==> src/rtl/ascii_hex_word.sv <==
// ASCII-hex word assembler for the UART receive path.
// Converts a stream of ASCII hex characters into words of NDIG digits.
// Digits are packed MSB-first. A word is emitted when it is full, or
// earlier when a separator ends it. An invalid byte raises a one-cycle
// error pulse and drops the partial word.
module ascii_hex_word #(
    parameter  int NDIG  = 4,
    parameter  int LC_EN = 1,
    localparam int DW    = 4 * NDIG,
    localparam int CW    = $clog2(NDIG + 1)
) (
    input  logic          clk,
    input  logic          rst_n,
    input  logic [7:0]    din,
    input  logic          din_vld,
    output logic [DW-1:0] dout,
    output logic          dout_vld,
    output logic [CW-1:0] dout_cnt,
    output logic          err
);

    typedef enum logic [0:0] {
        ST_IDLE = 1'b0,
        ST_ACC  = 1'b1
    } state_t;

    // Digit count that completes a word, one bit wider than cnt so that
    // cnt+1 never wraps before the comparison.
    localparam logic [CW:0]   NDIG_W = (CW + 1)'(NDIG);
    localparam logic [CW-1:0] NDIG_C = CW'(NDIG);

    // Character decode: {is_hex, is_sep, nibble}. All-zero means the byte is invalid.
    function automatic logic [5:0] classify(input logic [7:0] c);
        logic [5:0] r;
        logic [7:0] d;
        r = 6'b00_0000;
        d = 8'h00;
        if ((c >= 8'h30) && (c <= 8'h39)) begin
            d = c - 8'd48;
            r = {2'b10, d[3:0]};
        end else if ((c >= 8'h41) && (c <= 8'h46)) begin
            d = c - 8'd55;
            r = {2'b10, d[3:0]};
        end else if ((LC_EN != 0) && (c >= 8'h61) && (c <= 8'h66)) begin
            d = c - 8'd87;
            r = {2'b10, d[3:0]};
        end else if ((c == 8'h0D) || (c == 8'h0A) || (c == 8'h20) || (c == 8'h2C)) begin
            r = {2'b01, 4'h0};
        end else begin
            r = 6'b00_0000;
        end
        return r;
    endfunction

    state_t        state_r, state_n;
    logic [DW-1:0] acc_r, acc_n;
    logic [CW-1:0] cnt_r, cnt_n;
    logic [DW-1:0] dout_r, dout_n;
    logic [CW-1:0] dout_cnt_r, dout_cnt_n;
    logic          dout_vld_r, dout_vld_n;
    logic          err_r, err_n;

    logic [5:0]    cls_s;
    logic          is_hex_s;
    logic          is_sep_s;
    logic [3:0]    nib_s;
    logic [DW-1:0] acc_shift_s;
    logic [CW:0]   cnt_inc_s;

    assign cls_s       = classify(din);
    assign is_hex_s    = cls_s[5];
    assign is_sep_s    = cls_s[4];
    assign nib_s       = cls_s[3:0];
    // Shift in the new nibble at the bottom; the top nibble drops out.
    assign acc_shift_s = DW'({acc_r, nib_s});
    assign cnt_inc_s   = {1'b0, cnt_r} + {{CW{1'b0}}, 1'b1};

    // Next-state and next-output decode for one consumed byte.
    always_comb begin
        state_n    = state_r;
        acc_n      = acc_r;
        cnt_n      = cnt_r;
        dout_n     = dout_r;
        dout_cnt_n = dout_cnt_r;
        dout_vld_n = 1'b0;
        err_n      = 1'b0;
        if (din_vld) begin
            if (is_hex_s) begin
                if (cnt_inc_s == NDIG_W) begin
                    dout_n     = acc_shift_s;
                    dout_cnt_n = NDIG_C;
                    dout_vld_n = 1'b1;
                    acc_n      = {DW{1'b0}};
                    cnt_n      = {CW{1'b0}};
                    state_n    = ST_IDLE;
                end else begin
                    acc_n   = acc_shift_s;
                    cnt_n   = cnt_inc_s[CW-1:0];
                    state_n = ST_ACC;
                end
            end else if (is_sep_s) begin
                case (state_r)
                    ST_ACC: begin
                        dout_n     = acc_r;
                        dout_cnt_n = cnt_r;
                        dout_vld_n = 1'b1;
                        acc_n      = {DW{1'b0}};
                        cnt_n      = {CW{1'b0}};
                        state_n    = ST_IDLE;
                    end
                    ST_IDLE: begin
                        state_n = ST_IDLE;
                    end
                    default: begin
                        acc_n   = {DW{1'b0}};
                        cnt_n   = {CW{1'b0}};
                        state_n = ST_IDLE;
                    end
                endcase
            end else begin
                err_n   = 1'b1;
                acc_n   = {DW{1'b0}};
                cnt_n   = {CW{1'b0}};
                state_n = ST_IDLE;
            end
        end else begin
            state_n = state_r;
        end
    end

    // State, accumulator and registered outputs.
    always_ff @(posedge clk or negedge rst_n) begin
        if (!rst_n) begin
            state_r    <= ST_IDLE;
            acc_r      <= {DW{1'b0}};
            cnt_r      <= {CW{1'b0}};
            dout_r     <= {DW{1'b0}};
            dout_cnt_r <= {CW{1'b0}};
            dout_vld_r <= 1'b0;
            err_r      <= 1'b0;
        end else begin
            state_r    <= state_n;
            acc_r      <= acc_n;
            cnt_r      <= cnt_n;
            dout_r     <= dout_n;
            dout_cnt_r <= dout_cnt_n;
            dout_vld_r <= dout_vld_n;
            err_r      <= err_n;
        end
    end

    assign dout     = dout_r;
    assign dout_cnt = dout_cnt_r;
    assign dout_vld = dout_vld_r;
    assign err      = err_r;

endmodule

==> config.mk <==
export PLATFORM = sky130hd
export DESIGN_NAME = ascii_hex_word
export DESIGN_NICKNAME = d
export VERILOG_FILES = /design/src/rtl/ascii_hex_word.sv
export SDC_FILE = /design/constraint.sdc
export NUM_CORES = 1
export LEC_CHECK = 0
export CORE_ASPECT_RATIO = 1.2
export CORE_MARGIN = 2
export CORE_UTILIZATION = 50
export CTS_BUF_LIST = sky130_fd_sc_hd__clkbuf_16
export DETAILED_ROUTE_END_ITERATION = 16
export HOLD_SLACK_MARGIN = 0.1
export PLACE_DENSITY = 0.84
export SLEW_MARGIN = 20
export SYNTH_ARGS = -nofsm -noshare
export SYNTH_HDL_FRONTEND = slang
export SYNTH_SLANG_ARGS = --single-unit
==> constraint.sdc <==
create_clock -name clk -period 2.5 [get_ports clk]
set_input_delay 0.25 -clock clk [delete_from_list [all_inputs] [get_ports clk]]
set_output_delay 0.25 -clock clk [all_outputs]
set_load 0.01 [all_outputs]
After elaboration in Yosys (flattened, before gate mapping)

Index checks and enable logic that the tools add are counted.

Bits in registers: 41
Bits in latches: 0
Bits in writable memories: 0
ROM bits: 0
Word-level logic and storage cells: 64
Memories kept: 0

$add $sub $neg: 4
Multipliers: 0
Divide/modulo/power cells: 0
Order comparisons: 6
Equality and inequality tests: 7
Shift operators: 0
Muxes and demuxes: 30
Bitwise logic cells: 0
Reductions and logical operators: 10

Operators by type and width:

| kind                | number |
|---|---|
| $mux 16             | 8 |
| $mux 3              | 8 |
| $mux 6              | 3 |
| $eq 8x4->1 const B  | 2 |
| $eq 8x6->1 const B  | 2 |
| $ge 8x7->1 const B  | 2 |
| $le 8x7->1 const B  | 2 |
| $mux 1              | 10 |
| $ge 8x6->1 const B  | 1 |
| $le 8x6->1 const B  | 1 |
| $sub 4x3->4 const B | 2 |
| $mux 5              | 1 |
| $add 3x1->4 const B | 1 |
| $eq 4x3->1 const B  | 1 |
| $reduce_and 4->1    | 1 |
| $reduce_bool 2->1   | 2 |
| $sub 4x1->4 const B | 1 |
| $logic_and 1x1->1   | 3 |
| $logic_or 1x1->1    | 3 |
| $ne 3x2->1 const B  | 1 |
| $ne 2x1->1 const B  | 1 |
| $reduce_and 2->1    | 1 |

Longest topological paths before layout

Depth in word-level cells: 11
Depth in mapped cells: 8

Worst setup path before layout

OpenSTA, ideal clock, no wires.

Kind: input-to-reg
Start: input din[0]
End: register dout_r[10] (netlist: dout[10])
Setup time: 125 ps
Data arrival time: 1,980 ps
Data required time: 2,375 ps
Path slack: 395 ps
Stages on the path: 8
Buffers on the path: 1
Cell sequence: inv_1 ha_1 inv_1 o311a_2 nor2_4 buf_6 mux2_1 mux2_4

Longest elaborated chain between the ends: 10
Elaborated cells on any way between the ends: 25
Classes of those cells: order compare: 6; eq/ne: 5; mux: 5; reduce/logical: 9

RTL lines:

| what                                                               | RTL line | RTL |
|---|---|---|
| from (decl)                                                        | 14       | `input logic [7:0] din,` |
| parallel branches: the longest is 7 deep, another holds $ge 8x7->1 | n/a      |  |
| $mux 6 (*)                                                         | 38       | `if ((c >= 8'h30) && (c <= 8'h39)) begin` |
| $reduce_bool 2->1 (no line)                                        | n/a      |  |
| $reduce_and 4->1 (no line)                                         | n/a      |  |
| to (signal assigned)                                               | 137      | `dout_r <= {DW{1'b0}};` |
| to (signal assigned)                                               | 145      | `dout_r <= dout_n;` |
| to (decl)                                                          | 58       | `logic [DW-1:0] dout_r, dout_n;` |

Mark *: on every way between the ends.
A chain may end at the register's enable or synchronous reset.

Final worst setup path

Start: input din[0]
End: register dout_r[7] (netlist: dout[7])

Same word-level chain as after synthesis.

==> run summary <==
Status - finished, final reports clean
Clock skew - 2.628 ps
Crit path kind - primary input to flop
Port Buffers - 31
Die H - 75.30 um
Final slew viol count - 0
Cell type with the highest aggregate area in the netlist - dfrtp_1
Cell variety after synth - 37
Mapped Area - 2118 um2
Worst EP arrival - 2490 ps
Total CTS buffers - 5
Synth Area in Adders - 4.135%
DR WL/cell - 16.11 um
Core area - 4004 um2
Initial core utilization - 52.91%
Leakage - 1.325 nW
Final Critical Period - 2324 ps
Total GRT Usage - 20.05%
Main combinational cell family by area after synthesis - multiplexers
Fillers - 304
Worst Setup End Kind - flop
Share of cells above drive strength 1 - 18.31%
Synth Area in XOR/XNOR - 0%
Synthesized instance count - 163
NumNets Final - 230
Drt pass-1 iters - 5
Gpl congestion - 0.8619
Post-synth EDFFs - 0
Die Span X - 63.42 um
P&R area growth vs syn - 29.47%
DR DRC count - 0
Total power - 1.434 mW
Clk slew on worst S/H paths - 60 ps
Compound-gate portion of the synthesized area - 16.42%
DR vias/cell - 5.528
Hold Crit Class - primary input to asynchronous set/reset pin
Post-CTS Setup Inserts - 0
Worst Max-Slew Pin Slew - 877.4 ps
H-tree Lvls - 2
Clock buffer depth - 2
Max-cap viol count - 0
Grt ovf - 0
Primary FF master, synth - dfrtp_1
Post-Synth Simple-Gate Area - 6.379%
Synth area leaders - dfrtp_1 48%, mux2_1 13%, a22o_1 6.6%, ha_1 4.1%, mux2i_1 2.8%
Worst-path maximum fanout - 6
Post-synthesis sequential area ratio - 48.43%
Synthesized net count - 181
Post-synth ARST share - 100.0%
Top-area cell type share of the netlist area - 48.43%
Final hold vios - 0
Seq cells post-synth - 41
Post-CTS sizing - 0
HPWL Detailed - 3125 um
Clock latency at the later pin of the worst-skew pair - 280 ps
Detailed Route WL - 4302 um
Largest net degree at the start of global routing - 42
First-pass GRT wire length - 7320 um
Period utilization - 92.96%
Post-Syn Area per Cell - 13.00 um2
RSZ-0062 raised after global routing - false
Die area - 4775 um2
Maximum vdd drop - 0.2435 mV
Post-route ant nets - 0
Crit path launch type - primary input
Power Density - 522.8 nW/um2
IO Count - 32
Mux cell area share after synthesis - 19.49%
Row cnt - 25
Number of global-route vias before repair - 1569
Commonest non-fill, non-tap cell in the layout - dfrtp_1
Hold buffer count at CTS - 0
Via count - 1476
Setup Viol. Count Final - 0
Antenna diodes - 0
YS warnings - 0
Root Driver - clkbuf_16
CTS tree - done
Relative slew slack - 41.51%
F_max - 430.3 MHz
DRT iter0 DRCs - 71
Critical Path RT - 2660 ps
Initial antenna violation count - 0
TNS Setup - 0 ps
Clock sink count - 41
Commonest cells after routing, fill and taps aside - 41 x dfrtp_1, 30 x clkdlybuf4s50_1, 25 x mux2_1, 16 x a22o_1, 16 x buf_4
==> per-layer routing <==
metal / up-vias / share of wire, % / global-route usage (%)
li1: 700 / - / -
met2: 36 / 52 / 36.14
met1: 729 / 42 / 23.10
met3: 11 / 3.3 / 4.136
met5: - / 0 / 0
met4: 0 / 2.4 / 9.903
==> metrics by stage <==
step	hold slack [ps]	instance area (um2)	instances	util, %	setup WS [ps]
final	84.19	2743	267	68.50	176.1
after global routing	176.1	2743	267	68.50	30.08
after CTS	119.1	2743	267	68.50	173.2
after detailed placement	418.8	2600	259	64.94	-117.8
after global placement	408.0	2600	259	64.94	-27.25
after floorplan	-45.59	2118	163	-	395.4
==> Yosys cell counts, types with 2 or more instances <==
cell type / count
dfrtp_1: 41
mux2_1: 25
a22o_1: 16
inv_1: 10
ha_1: 7
mux2i_1: 6
buf_6: 5
nand2_1: 5
o21ai_0: 5
mux2_4: 4
a21o_1: 3
a21oi_1: 3
buf_2: 3
nand3_1: 3
nor2b_1: 3
nand2b_1: 2
nor2_1: 2
==> cell type report <==
| class | instances | area (um2) | area share, % |
|---|---|---|---|
| Sequential cell | 41 | 1026 | 37.41 |
| Multi-Input combinational cell | 104 | 983.4 | 35.86 |
| Timing Repair Buffer | 50 | 485.5 | 17.70 |
| Clock buffer | 5 | 125.1 | 4.562 |
| Tap cell | 54 | 67.56 | 2.464 |
| Inverter | 10 | 37.54 | 1.369 |
| Clock inverter | 3 | 17.52 | 0.6387 |
==> report_power, final <==
group / internal [mW] / leakage [nW] / total, mW / switching [mW]
logic: 0.0649 / 0.705 / 0.133 / 0.0682
clock network: 0.366 / 0.0696 / 0.619 / 0.253
registers: 0.674 / 0.550 / 0.682 / 0.00815
==> state kept, by name, indices dropped and copies added, names as in the netlist <==
register,cells
cnt_r,3
dout_vld,1
state_r,1
dout_cnt,3
dout,16
err,1
acc_r,16
==> worst max-delay path, cell delays in order <==
cell and delay [ps]:
clkdlybuf4s50_1 470, inv_1 130, ha_1 210, inv_1 70, o311a_2 370, nor2_4 180
buf_4 190, mux2_1 330, mux2_1 290
==> cell families (layout without fill, tap and decap cells) <==
kind of cell               count (synthesis)  count (layout)
muxes                                     36              36
DFF                                       41              41
AOI/OAI and AO/OA                         40              40
buffers and inverters                     18              68
adders and majority gates                  7               7
and+or+nand+nor                           21              21
==> final timing paths <==
path	start	to	slack (ps)	depth (start not counted)
hold reg to reg	dout[12]	dout[12]	490	1
min in group clk	dout[12]	dout[12]	490	1
setup reg to reg	cnt_r[0]	dout_cnt[2]	400	7
max in group asynchronous	rst_n	dout[2]	1860	1
hold / removal	rst_n	cnt_r[0]	80	1
setup / recovery	din[0]	dout[7]	180	9
(Power assumes the default switching activity.)
